[config.mk]
export PLATFORM = sky130hd
export DESIGN_NAME = pc_fetch_unit
export DESIGN_NICKNAME = d
export VERILOG_FILES = /design/src/rtl/mips_pkg.sv /design/src/rtl/pc_next_calc.sv /design/src/rtl/pc_fetch_unit.sv
export SDC_FILE = /design/constraint.sdc
export NUM_CORES = 1
export LEC_CHECK = 0
export CORE_UTILIZATION = 40
export CTS_CLUSTER_DIAMETER = 120
export DETAILED_ROUTE_END_ITERATION = 7
export SETUP_SLACK_MARGIN = 0.02
export SLEW_MARGIN = 20
export SYNTH_ARGS = -nofsm -noshare
export SYNTH_HDL_FRONTEND = slang
export SYNTH_SLANG_ARGS = --single-unit
[constraint.sdc]
create_clock -name clk -period 9.7 [get_ports clk]
set_input_delay 1.455 -clock clk [delete_from_list [all_inputs] [get_ports clk]]
set_output_delay 1.455 -clock clk [all_outputs]
set_load 0.005 [all_outputs]
[src/rtl/mips_pkg.sv]
// Shared fetch-path constants and the fetch sequencer state type.
package mips_pkg;

    localparam int PC_W       = 32;
    localparam int RESET_PC   = 0;
    localparam int IMEM_DEPTH = 256;
    localparam int JUMP_W     = 26;
    localparam int BR_IMM_W   = 16;

    typedef enum logic [1:0] {
        BOOT = 2'd0,
        RUN  = 2'd1,
        HOLD = 2'd2,
        HALT = 2'd3
    } fetch_state_t;

endpackage

[src/rtl/pc_next_calc.sv]
// Combinational next-PC mux: jump beats branch beats sequential, all modulo 2^PC_W.
module pc_next_calc #(
    parameter int PC_W = mips_pkg::PC_W
) (
    input  logic [PC_W-1:0]               pc,
    input  logic                          branch_take,
    input  logic [mips_pkg::BR_IMM_W-1:0] branch_imm,
    input  logic                          jump_take,
    input  logic [mips_pkg::JUMP_W-1:0]   jump_target,
    output logic [PC_W-1:0]               pc_plus1,
    output logic [PC_W-1:0]               next_pc,
    output logic                          redir_vld
);
    import mips_pkg::*;

    logic [PC_W-1:0] br_off_s;
    logic [PC_W-1:0] br_tgt_s;
    logic [PC_W-1:0] jmp_tgt_s;

    assign pc_plus1  = pc + PC_W'(1);
    assign br_off_s  = {{(PC_W-BR_IMM_W){branch_imm[BR_IMM_W-1]}}, branch_imm};
    assign br_tgt_s  = pc_plus1 + br_off_s;
    // Jump keeps the upper bits of the sequential PC, MIPS-style region jump.
    assign jmp_tgt_s = {pc_plus1[PC_W-1:JUMP_W], jump_target};
    assign redir_vld = jump_take | branch_take;

    // Select the target by redirect priority.
    always_comb begin
        next_pc = pc_plus1;
        if (jump_take) begin
            next_pc = jmp_tgt_s;
        end else if (branch_take) begin
            next_pc = br_tgt_s;
        end else begin
            next_pc = pc_plus1;
        end
    end

endmodule

[src/rtl/pc_fetch_unit.sv]
// PC register and fetch sequencer feeding instruct_mem: BOOT/RUN/HOLD/HALT FSM,
// pending-redirect capture across stalls and a sticky out-of-range fault.
module pc_fetch_unit #(
    parameter int PC_W       = mips_pkg::PC_W,
    parameter int RESET_PC   = mips_pkg::RESET_PC,
    parameter int IMEM_DEPTH = mips_pkg::IMEM_DEPTH
) (
    input  logic                          clk,
    input  logic                          rst,
    input  logic                          stall,
    input  logic                          branch_take,
    input  logic [mips_pkg::BR_IMM_W-1:0] branch_imm,
    input  logic                          jump_take,
    input  logic [mips_pkg::JUMP_W-1:0]   jump_target,
    input  logic                          halt_req,
    output logic [PC_W-1:0]               pc,
    output logic [PC_W-1:0]               pc_plus1,
    output logic                          fetch_valid,
    output logic                          fault,
    output logic [1:0]                    state_dbg
);
    import mips_pkg::*;

    localparam logic [PC_W-1:0] DEPTH_LIM = PC_W'(IMEM_DEPTH);
    localparam logic [PC_W-1:0] PC_INIT   = PC_W'(RESET_PC);

    fetch_state_t    state_r, state_s;
    logic [PC_W-1:0] pc_r, pc_s;
    logic [PC_W-1:0] pend_pc_r, pend_pc_s;
    logic            pend_vld_r, pend_vld_s;
    logic            fault_r, fault_s;
    logic            fetch_valid_r, fetch_valid_s;
    logic [PC_W-1:0] calc_pc_s;
    logic            redir_vld_s;
    logic            pc_upd_s;
    logic [PC_W-1:0] pc_cand_s;

    pc_next_calc #(.PC_W(PC_W)) u_next (
        .pc          (pc_r),
        .branch_take (branch_take),
        .branch_imm  (branch_imm),
        .jump_take   (jump_take),
        .jump_target (jump_target),
        .pc_plus1    (pc_plus1),
        .next_pc     (calc_pc_s),
        .redir_vld   (redir_vld_s)
    );

    // Next-state, next-PC, pending-redirect and fault resolution.
    always_comb begin
        state_s    = state_r;
        pend_vld_s = pend_vld_r;
        pend_pc_s  = pend_pc_r;
        fault_s    = fault_r;
        pc_upd_s   = 1'b0;
        pc_cand_s  = pc_r;
        case (state_r)
            BOOT: begin
                state_s = RUN;
            end
            RUN: begin
                if (halt_req) begin
                    state_s = HALT;
                end else if (stall) begin
                    state_s = HOLD;
                    if (redir_vld_s) begin
                        pend_vld_s = 1'b1;
                        pend_pc_s  = calc_pc_s;
                    end else begin
                        pend_vld_s = pend_vld_r;
                    end
                end else begin
                    pc_upd_s  = 1'b1;
                    pc_cand_s = calc_pc_s;
                end
            end
            HOLD: begin
                if (halt_req) begin
                    state_s    = HALT;
                    pend_vld_s = 1'b0;
                end else begin
                    // A redirect seen in the release cycle still counts as the newest one.
                    if (redir_vld_s) begin
                        pend_vld_s = 1'b1;
                        pend_pc_s  = calc_pc_s;
                    end else begin
                        pend_vld_s = pend_vld_r;
                    end
                    if (!stall) begin
                        state_s    = RUN;
                        pc_upd_s   = pend_vld_s;
                        pc_cand_s  = pend_pc_s;
                        pend_vld_s = 1'b0;
                    end else begin
                        state_s = HOLD;
                    end
                end
            end
            HALT: begin
                state_s = HALT;
            end
            default: begin
                state_s    = BOOT;
                pend_vld_s = 1'b0;
            end
        endcase

        if (pc_upd_s && (pc_cand_s >= DEPTH_LIM)) begin
            fault_s    = 1'b1;
            state_s    = HALT;
            pend_vld_s = 1'b0;
        end else begin
            fault_s = fault_s;
        end

        if (pc_upd_s) begin
            pc_s = pc_cand_s;
        end else begin
            pc_s = pc_r;
        end

        fetch_valid_s = (state_s == RUN);
    end

    // State and output registers with synchronous reset.
    always_ff @(posedge clk) begin
        if (rst) begin
            state_r       <= BOOT;
            pc_r          <= PC_INIT;
            pend_vld_r    <= 1'b0;
            pend_pc_r     <= PC_INIT;
            fault_r       <= 1'b0;
            fetch_valid_r <= 1'b0;
        end else begin
            state_r       <= state_s;
            pc_r          <= pc_s;
            pend_vld_r    <= pend_vld_s;
            pend_pc_r     <= pend_pc_s;
            fault_r       <= fault_s;
            fetch_valid_r <= fetch_valid_s;
        end
    end

    assign pc          = pc_r;
    assign fetch_valid = fetch_valid_r;
    assign fault       = fault_r;
    assign state_dbg   = state_r;

endmodule

==> impl_metrics.json, run 1 <==
{
  "leakagePower_nw": 3.18,
  "synthToLayoutAreaGrowth_pct": 19.8,
  "post_cts_buffers": 0,
  "finalWorstSetupSlack_ps": 3820,
  "min_period_over_period_pct": 60.7,
  "yosys.area.top_type_share_pct": 18.5,
  "muxShareOfSynthArea_pct": 1.09,
  "setup_viol": 0,
  "gp_congestion": 0.960,
  "p_total_mw": 0.807,
  "synth_top_family_by_area": "compound AO/OA/AOI/OAI gates",
  "maxSlewViolCount": 0,
  "cts_sinks": 69,
  "crit_path_end_kind": "flop",
  "fill_cells": 1816,
  "max_slew_margin_pct": 24.0,
  "io_buffers": 115,
  "async_reset_ff_share_pct": 0,
  "cts_inserted_buffers": 9,
  "num_rows": 49,
  "criticalPathCategory": "primary input to flop",
  "ctsResizeCount": 0,
  "slowest_stage": "clkdlybuf4s50_1",
  "synth_cells": 1083,
  "finalNetCount": 1232,
  "pin_count": 116,
  "num_antenna_cells": 0,
  "required_ps": 9890,
  "initial_utilization_pct": 41.2,
  "period_minus_slack_ps": 5880,
  "synth_area_leader_cell": "dfxtp_1",
  "fp.dieArea_um2": 19200,
  "synth.distinct_cells": 94,
  "synth-edff-count": 0,
  "ys_ff_latch": 69,
  "worstPathCellList": "clkdlybuf4s50_1 -> ha_1 -> and4_4 -> nand2_2 -> or3_1 -> a2111oi_1 -> o21ai_1 -> a31o_1 -> a31o_2 -> or4_4 -> a2111oi_4 -> a311oi_1",
  "cp-start-kind": "primary input",
  "grt_util_all_layers_pct": 33.6,
  "cpPeakStageDelay_ps": 860,
  "synth_compound_area_share_pct": 32.5,
  "drc": 12,
  "maxCapViolCount": 0,
  "cp_max_fo": 18,
  "hold_viol": 0,
  "pre_cts_ws_ps": 3580,
  "timing.fmax_ghz": 0.170,
  "via_count": 9060,
  "wire_per_inst_um": 23.9,
  "outcome": "complete, but fails checks",
  "ys_seq_area_share_pct": 18.5,
  "die_h_um": 139,
  "placedCellCount": 1364,
  "arrival_ps": 6070,
  "h-tree-depth": 3,
  "synth_area_um2": 7470,
  "clock_latency_ps": 350,
  "grt_pass1_wl_mm": 49.4,
  "cts_root_buf": "clkbuf_16",
  "p_per_area_nw_per_um2": 90.2,
  "grt_pass1_vias": 8196,
  "violations": "design-rule violations",
  "routed_via_density": 6.57,
  "synth_commonest_cells": "nor2_1 (147), nand2_1 (121), a21oi_1 (104)",
  "design_area_um2": 8950,
  "hold_class": "flop to flop",
  "drive_gt1_share_pct": 6.78,
  "ctsHoldBuffers": 0,
  "synthFlopType": "dfxtp_1",
  "antenna_found_initial": 0,
  "finClkSkew_ps": 8.25,
  "synth_adder_area_share_pct": 6.46,
  "die_x_um": 139,
  "grt_max_degree": 71,
  "ir_drop_mv": 0.0727,
  "overflow": 0,
  "drt_first_pass_iters": 8,
  "yosys_warnings": 0,
  "hpwl_mm": 23.4,
  "core_area_um2": 18100,
  "yosysMostFrequentCell": "nor2_1",
  "grt_setup_unrepaired": "no",
  "ys_top_cells_by_area": "dfxtp_1 (18%), nor2_1 (7.4%), a21oi_1 (7.0%), ha_1 (6.2%), nand2_1 (6.1%)",
  "cts_tree": "yes",
  "yosys.area_share.simple_pct": 29.2,
  "cts.path.max_buffers": 2,
  "syn_nets": 1169,
  "tightest_slew_ps": 1140,
  "drt_iter0_markers": 1089,
  "ant_nets": 0,
  "cts.clk_slew.worst_paths_ps": 60,
  "synth_xor_area_share_pct": 5.26,
  "tns_ps": 0,
  "syn_avg_cell_area_um2": 6.90,
  "dpl_cell_area_um2": 8640,
  "fin_cells": 1380,
  "totalWireLength_mm": 33.0
}
## cell usage in the layout (no fill, tap or decap), drive strengths merged, types with 5 or more instances in the layout
cell           instances
nor2                 148
nand2                125
clkdlybuf4s50        114
a21oi                104
o21ai                 80
dfxtp                 69
ha                    37
xnor2                 34
nor3                  28
inv                   27
a211oi                27
nand4                 24
nand3                 24
nor4                  20
a31oi                 18
and3                  18
buf                   18
a22oi                 17
o211ai                14
nand2b                14
o22ai                 12
a21o                  11
clkbuf                11
xor2                  10
o21a                  10
or3                   10
o221ai                 9
or2                    7
a221oi                 7
mux2i                  7
a311oi                 7
and4                   7
and2                   6
a211o                  6
o31ai                  5
a2111oi                5
## power by group
part,internal (mW),total [mW],switching (mW)
Combinational,0.0562,0.156,0.100
Clock,0.213,0.360,0.147
Sequential,0.287,0.290,0.00304
## metrics by stage
stage               util (%)  hold slack, ps
detailed placement      47.6             447
finish                  49.3             459
floorplan                  -             432
CTS                     49.3             456
global route            49.3             479
global placement        47.6             443
## area by class of cell
class | instances | area, µm² | share of cell area, %
Multi-Input combinational cell | 907 | 5590 | 62.5
Sequential cell | 69 | 1380 | 15.4
Timing Repair Buffer | 132 | 1270 | 14.2
Tap cell | 229 | 287 | 3.20
Clock buffer | 11 | 253 | 2.82
Inverter | 27 | 101 | 1.13
Clock inverter | 5 | 58.8 | 0.657
## flip-flops by register name, indices dropped and copies added (netlist names)
signal,cells
fetch_valid,1
state_dbg,2
fault,1
pc,32
pend_pc_r,32
pend_vld_r,1
## critical path: cells and delay by family
kind | cells | cell delay [ps]
buf+inv | 1 | 860
compound gates | 6 | 1720
simple gates | 4 | 1260
fa+ha+maj | 1 | 760
## metal layers
| layer | vias to the layer above | routed length [µm] | track usage (%) |
|---|---|---|---|
| met1 | 4243 | 13900 | 45.6 |
| met2 | 551 | 14100 | 50.6 |
| met5 | - | 0 | 0 |
| li1 | 4163 | - | - |
| met3 | 103 | 3680 | 7.29 |
| met4 | 0 | 1340 | 16.1 |
## worst paths after layout
check,depth (start not counted),slack (ps),end,startpoint
min,2,460,pend_pc_r[3]$_SDFFE_PP0P_,pend_pc_r[3]$_SDFFE_PP0P_
min reg2reg,2,460,pend_pc_r[3]$_SDFFE_PP0P_,pend_pc_r[3]$_SDFFE_PP0P_
max,12,3820,state_dbg[0]$_SDFF_PP0_,branch_imm[15]
max reg2reg,16,3820,state_dbg[0]$_SDFF_PP0_,pc[0]$_SDFFE_PP0P_
## cell families (layout without fill, tap and decap cells)
group           Yosys count  count (layout)
mux                       8               8
fa+ha+maj                38              38
simple gates            447             447
compound gates          370             370
flops                    69              69
xor+xnor                 44              44
buf+inv                 107             175
Note: power is estimated with default switching activity, not from simulation.
==> run 2: changes to the inputs <==
==> constraint.sdc (replaced) <==
create_clock -name clk -period 5.3 [get_ports clk]
set_input_delay 0.795 -clock clk [delete_from_list [all_inputs] [get_ports clk]]
set_output_delay 0.795 -clock clk [all_outputs]
set_load 0.005 [all_outputs]
==> impl_metrics.json, run 2 (synthesized netlist as in run 1, its figures left out) <==
{
  "outcome": "complete, but fails checks",
  "violations": "design-rule violations",
  "p_per_area_nw_per_um2": 151,
  "drt_first_pass_iters": 8,
  "met1_usage_pct": 49.6,
  "cp_top_family": "compound AO/OA/AOI/OAI gates",
  "crit_start": "pc[1]$_SDFFE_PP0P_",
  "slowest_stage": "or4_4",
  "io_buffers": 115,
  "cp-start-kind": "flop",
  "worstPathCellList": "ha_1 -> nand3_2 -> or3_2 -> xnor2_1 -> ha_1 -> a21oi_1 -> o21ai_0 -> a21oi_1 -> a2111oi_1 -> or3_1 -> a31o_1 -> a31o_2 -> or4_4 -> a2111oi_4 -> buf_4 -> a311oi_1",
  "met2_usage_pct": 53.6,
  "grt_util_all_layers_pct": 35.1,
  "grt_max_degree": 71,
  "initial_utilization_pct": 41.2,
  "drt_iter0_markers": 1088,
  "finalNetCount": 1306,
  "mostFrequentLayoutCells": "nor2_1 (144), nand2_1 (121), clkdlybuf4s50_1 (114)",
  "leakagePower_nw": 3.55,
  "final_common_cell": "nor2_1",
  "min_period_over_period_pct": 97.7,
  "rr_startpoint": "pc[1]$_SDFFE_PP0P_",
  "finClkSkew_ps": 5.89,
  "fill_cells": 1849,
  "gr-usage-met3_pct": 5.94,
  "maxCapViolCount": 0,
  "synthToLayoutAreaGrowth_pct": 27.1,
  "cp_max_fo": 7,
  "via_count": 9301,
  "core_area_um2": 18100,
  "max_slew_margin_pct": 28.2,
  "drc": 8,
  "cpPeakStageDelay_ps": 580,
  "h-tree-depth": 3,
  "cp_num_buf_inv": 1,
  "endpoint": "fault$_SDFFE_PP0P_",
  "hold_viol": 0,
  "hpwl_mm": 26.3,
  "clock_latency_ps": 340,
  "ir_drop_mv": 0.143,
  "required_ps": 5490,
  "regArea_um2": 1380,
  "worstRegToRegCells": 16,
  "ctsHoldBuffers": 0,
  "finalWorstSetupSlack_ps": 121,
  "gp_congestion": 0.954,
  "r2r-end": "fault$_SDFFE_PP0P_",
  "totalWireLength_mm": 34.5,
  "grt_pass1_vias": 8319,
  "ant_nets": 0,
  "arrival_ps": 5370,
  "crit_path_end_kind": "flop",
  "num_antenna_cells": 0,
  "p_total_mw": 1.43,
  "maxSlewViolCount": 0,
  "hold_class": "flop to flop",
  "drive_gt1_share_pct": 12.7,
  "tns_ps": 0,
  "pre_cts_ws_ps": 25.7,
  "tightest_slew_ps": 1080,
  "die_h_um": 139,
  "path_depth": 16,
  "reg2reg_slack_ps": 120,
  "die_x_um": 139,
  "setup_viol": 0,
  "cts.path.max_buffers": 2,
  "cts_sinks": 69,
  "routed_via_density": 6.40,
  "cts.clk_slew.worst_paths_ps": 60,
  "pin_count": 116,
  "multiInputGateArea_um2": 5620,
  "num_rows": 49,
  "wire_per_inst_um": 23.7,
  "cts_inserted_buffers": 9,
  "cts_root_buf": "clkbuf_16",
  "grt_pass1_wl_mm": 51.4,
  "overflow": 0,
  "antenna_found_initial": 0,
  "busiest_layer": "met2",
  "cts_tree": "yes",
  "criticalPathCategory": "flop to flop",
  "timing.fmax_ghz": 0.193,
  "period_minus_slack_ps": 5180,
  "fp.dieArea_um2": 19200
}
-- run 2: cell count changes in the layout (fill, tap and decap cells not counted), sizes merged --
cell      delta
buf         +74
bufinv       -1
clkbuf       -1
clkinvlp     -1
inv          +2
-- run 2: final cells by class --
cell class | instances | area share, %
clock buffer | 10 | 2.52
timing repair buffer | 206 | 19.3
sequential | 69 | 14.6
inverter | 27 | 1.07
clock inverter | 5 | 0.369
multi-input combinational | 907 | 59.2
tap | 229 | 3.02
-- run 2: metal layers --
layer | vias up | wire (µm)
met1 | 4419 | 15500
met4 | 0 | 1120
met2 | 518 | 14700
met3 | 71 | 3190
li1 | 4293 | -
met5 | - | 0
-- run 2: worst min path at each step --
stage / from / endpoint / depth (start not counted)
4_1_cts: pend_pc_r[9]$_SDFFE_PP0P_ / pend_pc_r[9]$_SDFFE_PP0P_ / 2
5_1_grt: pend_pc_r[9]$_SDFFE_PP0P_ / pend_pc_r[9]$_SDFFE_PP0P_ / 2
3_3_place_gp: pend_pc_r[9]$_SDFFE_PP0P_ / pend_pc_r[9]$_SDFFE_PP0P_ / 2
2_1_floorplan: pend_pc_r[9]$_SDFFE_PP0P_ / pend_pc_r[9]$_SDFFE_PP0P_ / 2
3_5_place_dp: pend_pc_r[9]$_SDFFE_PP0P_ / pend_pc_r[9]$_SDFFE_PP0P_ / 2
6_report: pend_pc_r[3]$_SDFFE_PP0P_ / pend_pc_r[3]$_SDFFE_PP0P_ / 2
-- run 2: per-stage QoR --
| stage | cells | hold slack [ps] | area (µm²) | util, % |
|---|---|---|---|---|
| detailed placement | 1437 | 445 | 9180 | 50.6 |
| CTS | 1452 | 453 | 9460 | 52.1 |
| finish | 1453 | 458 | 9490 | 52.3 |
| floorplan | 1083 | 432 | 7470 | - |
| global placement | 1437 | 442 | 9180 | 50.6 |
| global route | 1453 | 472 | 9490 | 52.3 |
-- run 2: timing repair --
item	CTS	global route
setup buffers	0	1
gates resized for setup	1	6
gates cloned	0	0
setup endpoints to repair	1	5
pin swaps	0	1
-- run 2: tightest hold or removal path: cells and delay by family, from the launching register on --
kind               cells  cell delay, ps
and+or+nand+nor        1              50
AOI/OAI and AO/OA      1              50
DFF                    1             310
-- run 2: where the power goes --
part	total [mW]	switching [mW]	internal [mW]	leakage [nW]
sequential	0.530	0.00440	0.525	0.557
combinational	0.306	0.192	0.114	2.86
clock	0.594	0.265	0.329	0.135
total	1.43	0.461	0.969	3.55
